==> config.mk <==
export PLATFORM = sky130hd
export DESIGN_NAME = rx_frame_scheduler
export DESIGN_NICKNAME = d
export VERILOG_FILES = /design/src/rtl/rx_frame_scheduler_pkg.sv /design/src/rtl/rx_frame_scheduler_lsb_prio_enc.sv /design/src/rtl/rx_frame_scheduler.sv
export SDC_FILE = /design/constraint.sdc
export NUM_CORES = 2
export LEC_CHECK = 0
export CAP_MARGIN = 20
export CORE_AREA = 2 2 521 523
export CTS_BUF_LIST = sky130_fd_sc_hd__clkbuf_16
export CTS_CLUSTER_DIAMETER = 150
export DETAILED_ROUTE_END_ITERATION = 8
export DIE_AREA = 0 0 523 525
export GPL_TIMING_DRIVEN = 0
export SLEW_MARGIN = 20
export SYNTH_ARGS = -nofsm -noshare
export SYNTH_HDL_FRONTEND = slang
export SYNTH_HIERARCHICAL = 1
export SYNTH_SLANG_ARGS = --single-unit
==> constraint.sdc <==
create_clock -name pclk -period 32.4 [get_ports pclk]
set_input_delay 4.86 -clock pclk [delete_from_list [all_inputs] [get_ports pclk]]
set_output_delay 4.86 -clock pclk [all_outputs]
set_load 0.05 [all_outputs]
==> src/rtl/rx_frame_scheduler_pkg.sv <==
// Shared types and constants for the RX frame scheduler slice.
// Latency: n/a (declarations only).
// Backpressure: n/a.
package rx_frame_scheduler_pkg;

  typedef enum logic [0:0] {
    ST_IDLE  = 1'b0,
    ST_ISSUE = 1'b1
  } state_e;

  localparam logic [2:0] GEN3 = 3'd3;
  localparam logic [2:0] GEN4 = 3'd4;
  localparam logic [2:0] GEN5 = 3'd5;

  localparam int BLK_BYTES = 64;
  localparam int IDX_W     = 6;
  localparam int LEN_W     = 5;
  localparam int LEN_SLOTS = 16;

  localparam logic [LEN_W-1:0] DLLP_LEN_DW = 5'd2;

  // Only the 128b/130b generations carry STP/SDP framing tokens.
  function automatic logic gen_framed(input logic [2:0] g);
    return (g == GEN3) || (g == GEN4) || (g == GEN5);
  endfunction

endpackage

==> src/rtl/rx_frame_scheduler_lsb_prio_enc.sv <==
// Lowest-set-bit priority encoder over one 64-byte block mask.
// Latency: combinational.
// Backpressure: none.
// Ports: vec (byte mask), idx (index of lowest set bit, 0 when empty), any (mask non-zero).
module lsb_prio_enc
  import rx_frame_scheduler_pkg::*;
(
  input  logic [BLK_BYTES-1:0] vec,
  output logic [IDX_W-1:0]     idx,
  output logic                 any
);

  // Scan high to low so the last assignment wins with the lowest index.
  always_comb begin
    idx = '0;
    for (int i = BLK_BYTES - 1; i >= 0; i--) begin
      if (vec[i]) idx = IDX_W'(i);
    end
  end

  assign any = |vec;

endmodule

==> src/rtl/rx_frame_scheduler.sv <==
// Captures one 64-byte framed block and issues one descriptor per STP/SDP start.
// Latency: first descriptor valid the cycle after capture; one descriptor per cycle when pkt_ready is high.
// Backpressure: in_ready low while a block is issuing (offered blocks dropped, in_drop pulsed); descriptors held while pkt_ready low.
// Ports: pclk/reset; gen; in_valid/in_ready with data_in, stp_in, sdp_in, end_in, length_in;
//        data_out; pkt_valid/pkt_ready with pkt_type, pkt_start, pkt_len, pkt_last; err_len, in_drop pulses.
module rx_frame_scheduler
  import rx_frame_scheduler_pkg::*;
(
  input  logic                         pclk,
  input  logic                         reset,
  input  logic [2:0]                   gen,
  input  logic                         in_valid,
  output logic                         in_ready,
  input  logic [8*BLK_BYTES-1:0]       data_in,
  input  logic [BLK_BYTES-1:0]         stp_in,
  input  logic [BLK_BYTES-1:0]         sdp_in,
  input  logic [BLK_BYTES-1:0]         end_in,
  input  logic [LEN_SLOTS*LEN_W-1:0]   length_in,
  output logic [8*BLK_BYTES-1:0]       data_out,
  output logic                         pkt_valid,
  input  logic                         pkt_ready,
  output logic                         pkt_type,
  output logic [IDX_W-1:0]             pkt_start,
  output logic [LEN_W-1:0]             pkt_len,
  output logic                         pkt_last,
  output logic                         err_len,
  output logic                         in_drop
);

  state_e                       state;
  logic [8*BLK_BYTES-1:0]       data_q;
  logic [BLK_BYTES-1:0]         start_mask;
  logic [BLK_BYTES-1:0]         stp_mask;
  logic [LEN_SLOTS*LEN_W-1:0]   len_q;
  logic [3:0]                   tlp_ord;

  logic [IDX_W-1:0]             sel_idx;
  logic                         sel_any;
  logic                         sel_is_tlp;
  logic [BLK_BYTES-1:0]         sel_bit;
  logic [BLK_BYTES-1:0]         rem_mask;
  logic [LEN_W-1:0]             slot_len;
  logic                         issuing;
  logic                         zero_tlp;
  logic                         retire;

  // END flags only delimit packets upstream; lengths come from the slots.
  logic unused_end;
  assign unused_end = ^end_in;

  lsb_prio_enc u_enc (
    .vec (start_mask),
    .idx (sel_idx),
    .any (sel_any)
  );

  assign issuing    = (state == ST_ISSUE);
  // A byte flagged both STP and SDP is treated as STP.
  assign sel_is_tlp = stp_mask[sel_idx];
  assign sel_bit    = BLK_BYTES'(1) << sel_idx;
  assign rem_mask   = start_mask & ~sel_bit;

  // Slot index is the running count of STPs already retired in this block.
  always_comb begin
    slot_len = '0;
    for (int k = 0; k < LEN_SLOTS; k++) begin
      if (tlp_ord == 4'(k)) slot_len = len_q[k*LEN_W +: LEN_W];
    end
  end

  // Zero-length TLPs are retired without a handshake and flagged.
  assign zero_tlp  = issuing && sel_any && sel_is_tlp && (slot_len == '0);
  assign pkt_valid = issuing && sel_any && !zero_tlp;
  assign retire    = (pkt_valid && pkt_ready) || zero_tlp;

  assign pkt_type  = pkt_valid && !sel_is_tlp;
  assign pkt_start = pkt_valid ? sel_idx : '0;
  assign pkt_len   = !pkt_valid ? '0 : (sel_is_tlp ? slot_len : DLLP_LEN_DW);
  assign pkt_last  = pkt_valid && (rem_mask == '0);

  assign in_ready  = (state == ST_IDLE);
  assign in_drop   = in_valid && issuing;
  assign err_len   = zero_tlp;
  assign data_out  = data_q;

  always_ff @(posedge pclk or posedge reset) begin
    if (reset) begin
      state      <= ST_IDLE;
      data_q     <= '0;
      start_mask <= '0;
      stp_mask   <= '0;
      len_q      <= '0;
      tlp_ord    <= '0;
    end else begin
      case (state)
        ST_IDLE: begin
          if (in_valid && gen_framed(gen)) begin
            data_q     <= data_in;
            start_mask <= stp_in | sdp_in;
            stp_mask   <= stp_in;
            len_q      <= length_in;
            tlp_ord    <= '0;
            state      <= ST_ISSUE;
          end
        end
        ST_ISSUE: begin
          if (!sel_any) begin
            state <= ST_IDLE;
          end else if (retire) begin
            start_mask <= rem_mask;
            if (sel_is_tlp) tlp_ord <= tlp_ord + 4'd1;
            if (rem_mask == '0) state <= ST_IDLE;
          end
        end
        default: state <= ST_IDLE;
      endcase
    end
  end

endmodule

# After elaboration in Yosys (flattened, before gate mapping)
# Cells that the tools add are included.
dict set report word_totals {
  input_bits 791
  output_inout_bits 529
  reg_bits 725
  word_cells 155
}
dict set report classes {
  n_bitwise 4
  reduce_logical 21
  magnitude_cmp 1
  shift 1
  addsub 1
  n_eq_ne 22
  muxes 99
}
# op count
set op_table {}
lappend op_table {{$mux 6} 65}
lappend op_table {{$mux 64} 3}
lappend op_table {{$pmux 64 s2} 1}
lappend op_table {{$mux 5} 18}
lappend op_table {{$and 64x64->64} 1}
lappend op_table {{$logic_not 64->1} 1}
lappend op_table {{$not 64->64} 1}
lappend op_table {{$or 64x64->64} 1}
lappend op_table {{$reduce_or 64->1} 1}
lappend op_table {{$shl 1x6->64 const A} 1}
lappend op_table {{$eq 4x4->1 const B} 8}
lappend op_table {{$eq 4x3->1 const B} 4}
lappend op_table {{$mux 4} 4}
lappend op_table {{$logic_and 1x1->1} 9}
lappend op_table {{$eq 4x2->1 const B} 2}
lappend op_table {{$ne 2x1->1 const B} 4}
lappend op_table {{$pmux 4 s2} 1}
lappend op_table {{$lt 6x7->1 const B} 1}
lappend op_table {{$bmux 1 s6} 1}
lappend op_table {{$eq 3x3->1 const B} 2}
lappend op_table {{$logic_not 5->1} 1}
lappend op_table {{$mux 1} 5}
lappend op_table {{$add 4x1->4 const B} 1}
lappend op_table {{$eq 4x1->1 const B} 1}
lappend op_table {{other kinds (9)} 12}

# Logic depth before layout (Yosys ltp)
dict set report depth {
  ltp_word 75
  depth_mapped 17
  ltp_nobuf 14
}

# Hierarchy
# The synthesis kept the hierarchy.
# mod n_inst area_each_um2 seq_area_each_um2 cells_each
set modules_own_cells {}
lappend modules_own_cells {rx_frame_scheduler 1 30503.0 18142.4 3594}
lappend modules_own_cells {lsb_prio_enc 1 887.1 0.0 145}

# Worst setup path after synthesis
# Ideal clock, no wire load.
dict set report synth_path {
  kind {input port to output port}
  startpoint {input in_valid}
  endpoint {output in_drop}
  stages 1
  t_required_ns 27.540
  arrival_time_ns 5.272
  path_slack_ns 22.268
  path_cell_list {and2_1}
}
dict set report synth_via {
  elab_chain_cells 1
}
# item line
set synth_lines {}
lappend synth_lines {{start: declaration} rx_frame_scheduler.sv:12} ;# input logic in_valid,
lappend synth_lines {{$logic_and 1x1->1} rx_frame_scheduler.sv:82} ;# assign in_drop = in_valid && issuing;
lappend synth_lines {{end: declaration} rx_frame_scheduler.sv:27} ;# output logic in_drop
# Every way passes these cells.

# Worst setup path after layout
dict set report layout_path {
  startpoint {register start_mask[59]}
  endpoint {output pkt_last}
}
dict set report layout_via {
  elab_chain_cells 67
  elab_cells_between_ends 73
  cone_classes {shift: 1; mux: 62; bitwise: 2; reduce/logical: 8}
}
# item line
set layout_lines {}
lappend layout_lines {{start: declaration} rx_frame_scheduler.sv:32} ;# logic [BLK_BYTES-1:0] start_mask;
lappend layout_lines {{start signal: assignment} rx_frame_scheduler.sv:99} ;# start_mask <= stp_in | sdp_in;
lappend layout_lines {{start signal: assignment} rx_frame_scheduler.sv:110} ;# start_mask <= rem_mask;
lappend layout_lines {{$mux 6 (*) (60 in a row)} rx_frame_scheduler_lsb_prio_enc.sv:17} ;# if (vec[i]) idx = IDX_W'(i);
lappend layout_lines {{net sel_idx[0]} rx_frame_scheduler.sv:37} ;# logic [IDX_W-1:0] sel_idx;
lappend layout_lines {{$bmux 1 s6} rx_frame_scheduler.sv:59} ;# assign sel_is_tlp = stp_mask[sel_idx];
lappend layout_lines {{$mux 1 (not written as such)} rx_frame_scheduler.sv:59}
lappend layout_lines {{$logic_and 1x1->1 (2 in a row)} rx_frame_scheduler.sv:72} ;# assign zero_tlp = issuing && sel_any && sel_is_tlp && (slot_len == '0);
lappend layout_lines {{$logic_not 1->1} rx_frame_scheduler.sv:73} ;# assign pkt_valid = issuing && sel_any && !zero_tlp;
lappend layout_lines {{$logic_and 1x1->1} rx_frame_scheduler.sv:73}
lappend layout_lines {{$logic_and 1x1->1 (*)} rx_frame_scheduler.sv:79} ;# assign pkt_last = pkt_valid && (rem_mask == '0);
lappend layout_lines {{end: declaration} rx_frame_scheduler.sv:25} ;# output logic pkt_last,
# The timed path passes the listed nets; every way through them passes the cells marked *. The select of a mux whose other input is x is not followed.

==> metrics <==
clock tree buffer depth=4; Unique masters post-synth=a little over 80; mean post-synth cell area=between 8 and 9 um^2; worst reg2reg path depth=16; synth warn=6; unrepaired setup endpoints after global routing=no; clk_lat worst skew=~0.85 ns; nets@finish=5896; Post-DP HPWL=216 mm; Gate power share=17.8%; HP Start=data_out[81]; normalized max-slew margin=24.5%; dominant synthesized flop cell=dfrtp_1; Final WS setup=19.05 ns; top cell type's share of synthesized area=between 50 and 60%; maximum fanout along the worst path=10; initial antenna violation count=103; Post-Syn Nets=4534; post-synthesis async set-or-reset flop share=100%; DR vias=33.3k; CP arrival=around 8.5 ns; Via density=between 3 and 4; commonest non-fill, non-tap cell in the layout=nand2_1; PnR Total Power=around 2400 uW; Max Fclk=74.9 MHz; post-CTS sizing=0; Worst R2R Start=start_mask[59]; most frequent cells in the layout=nand2_1 (2015), clkdlybuf4s50_1 (1227), dfrtp_1 (725); Multi-input gate area=12200 um^2; area post-placement=48600 um^2; Wirelength per Cell=28.7 um; Root Buffer=clkbuf_16; post-CTS setup buffers=0; Startpoint Class=register; worst path required time=27.54 ns; Fin Clk Skew=0.0458 ns; Core ar.=269000 um^2; Port Buffers=approximately 1.3k; Hold Path Depth=2; 1st-pass router iterations=6; #FFs+latches synth=725; antenna-violating nets left=0; global-route wire length before repair=321 mm; synthesized cell area=31400 um^2; GR Overflow Total=0; status=finished clean; CTS tree=yes; Flop pwr share=37.9%; Tmin final=13.35 ns; fill count=30.1k; pin count of the biggest net entering global routing=98; drt first-iter violations=2674; setup slack, reg-to-reg=25.32 ns; Psw=730 uW; pins over their slew limit=0; CTS Buf Count=93; # setup viols final=0; GPL Wtd Cong=0.980; Sw Share=30.2%; Internal Pwr Total=1690 uW; num ports=1320; pre-CTS setup slack=20.06 ns; vias in the first global route=around 32k; Critical Path Source=start_mask[59]; Worst-path clk slew=0.06 ns; # H-tree levels=3; Lkg Pwr=0.0237 uW; Layout area overhead=65.0%; Die Height=between 500 and 600 um; layout cells sized above 1=4.43%; Die ar.=between 200000 and 300000 um^2; num rows=191; initial core utilization=between 10% and 20%; Syn Inst Count=3739; nature of the critical path endpoint=output port; max_cap viols=0; Power Dens Cells=46.7 nW/um^2; register area share after synthesis=57.8%; Storage cell area=18100 um^2; DRC violations left=0; finished layout cell area=51800 um^2; Worst-Margin Slew=approximately 1.1 ns; DRT Wirelength=around 250 mm; hold buffer count at CTS=0; EDFF count, synth=0; Peak VDD IR=approximately 42 uV; crit share post-route=41.2%; Clock Sinks=around 730; main area contributors after synthesis=dfrtp_1 (58%), nand2_1 (24%), clkbuf_1 (2.4%), o21ai_0 (2.3%), a21oi_1 (1.2%); Die Wd=approximately 520 um; Final Hold Fails=0; clock network power share=roughly 44%; largest area contributor in the netlist=dfrtp_1; CP Class=register to output port; Total GRT Usage=17.7%; path category of the worst min-delay check=register to register
## worst paths after layout
kind | end
min in group asynchronous | stp_mask[27]
max in group asynchronous | data_out[373]
max | pkt_last
min | data_out[81]
min reg2reg | data_out[81]
max reg2reg | issuing
## through the flow
stage,instances,util (%),setup TNS [ns],hold slack [ns]
2_1_floorplan,3739,-,0,0.437
3_3_place_gp,8564,18.0,-2791.38,0.454
3_5_place_dp,8576,18.1,0,0.460
4_1_cts,8743,19.2,0,0.475
5_1_grt,8772,19.2,0,0.487
6_report,8807,19.2,0,0.468
## power groups by stage
stage	Sequential (uW)	Combinational, uW	Clock [uW]
after floorplan	932	204	0
after global placement	936	423	0
after detailed placement	934	425	0
after CTS	918	426	1100
after global routing	918	454	1130
final	918	432	1070
## sequential cells by signal (all words and copies together) (netlist names)
| name | cells |
|---|---|
| data_out | 512 |
| len_q | 80 |
| start_mask | 64 |
| stp_mask | 64 |
| tlp_ord | 4 |
| issuing | 1 |
## cells by family after synthesis
group | after synthesis | synth area share [%]
flops | 725 | 57.8
simple gates | 2306 | 29.4
compound gates | 386 | 7.61
fa+ha+maj | 4 | 0.159
mux | 30 | 1.52
buf+inv | 287 | 3.51
xor+xnor | 1 | 0.0279
## final cells by class
class	count	share of cell area, %
flip-flops and latches	725	35.0
repair buffers	1267	24.6
clock inverters	74	1.32
diodes	64	0.309
well taps	3570	8.62
multi-input cells	2727	23.5
clock buffers	93	4.49
plain buffers	221	1.68
inverters	66	0.493
## Yosys cell counts (3+ instances only)
| cell type | number |
|---|---|
| ha_1 | 4 |
| a22oi_1 | 7 |
| or4_1 | 5 |
| o31ai_1 | 11 |
| or3_1 | 6 |
| and3_1 | 4 |
| a31oi_1 | 34 |
| dfrtp_1 | 725 |
| a221oi_1 | 8 |
| mux4_2 | 14 |
| o22ai_1 | 21 |
| nor2_1 | 60 |
| nand3b_1 | 3 |
| nand2_1 | 2015 |
| and2_1 | 11 |
| a211oi_1 | 3 |
| nand2b_1 | 13 |
| o211ai_1 | 20 |
| buf_1 | 11 |
| nor3b_1 | 5 |
| o21a_1 | 5 |
| inv_1 | 64 |
| o21ai_0 | 143 |
| a21oi_1 | 73 |
| nand3_1 | 70 |
| nor2b_1 | 28 |
| nor3_1 | 35 |
| o2111ai_1 | 4 |
| clkbuf_1 | 201 |
| o32a_1 | 3 |
| o221ai_1 | 4 |
| nor4_1 | 19 |
| buf_2 | 6 |
| mux2i_1 | 15 |
| nand4_1 | 10 |
| a221o_1 | 4 |
| o21bai_1 | 3 |
| a2111oi_0 | 3 |
| o32ai_1 | 7 |
## worst max-delay path, cell delays in order, from the launching register on
cell	delay [ns]
dfrtp_1	0.57
inv_1	0.07
a221oi_1	0.35
o211ai_1	0.20
o211a_1	0.32
o311ai_1	0.53
buf_2	0.43
buf_2	0.38
clkbuf_1	0.51
buf_1	0.73
nand4_1	0.63
o32ai_1	0.44
nand4_1	0.20
nor4_1	0.33
nand3_1	0.18
nor4_2	0.75
and2_1	0.22
clkdlybuf4s50_1	0.79
## routing by layer
layer / share of wire (%) / track usage (%)
met5: 0.068 / 0
met3: 11 / 6.74
met2: 49 / 30.7
met4: 4.7 / 7.50
met1: 35 / 19.1
Power figures use the tool's default switching activity.
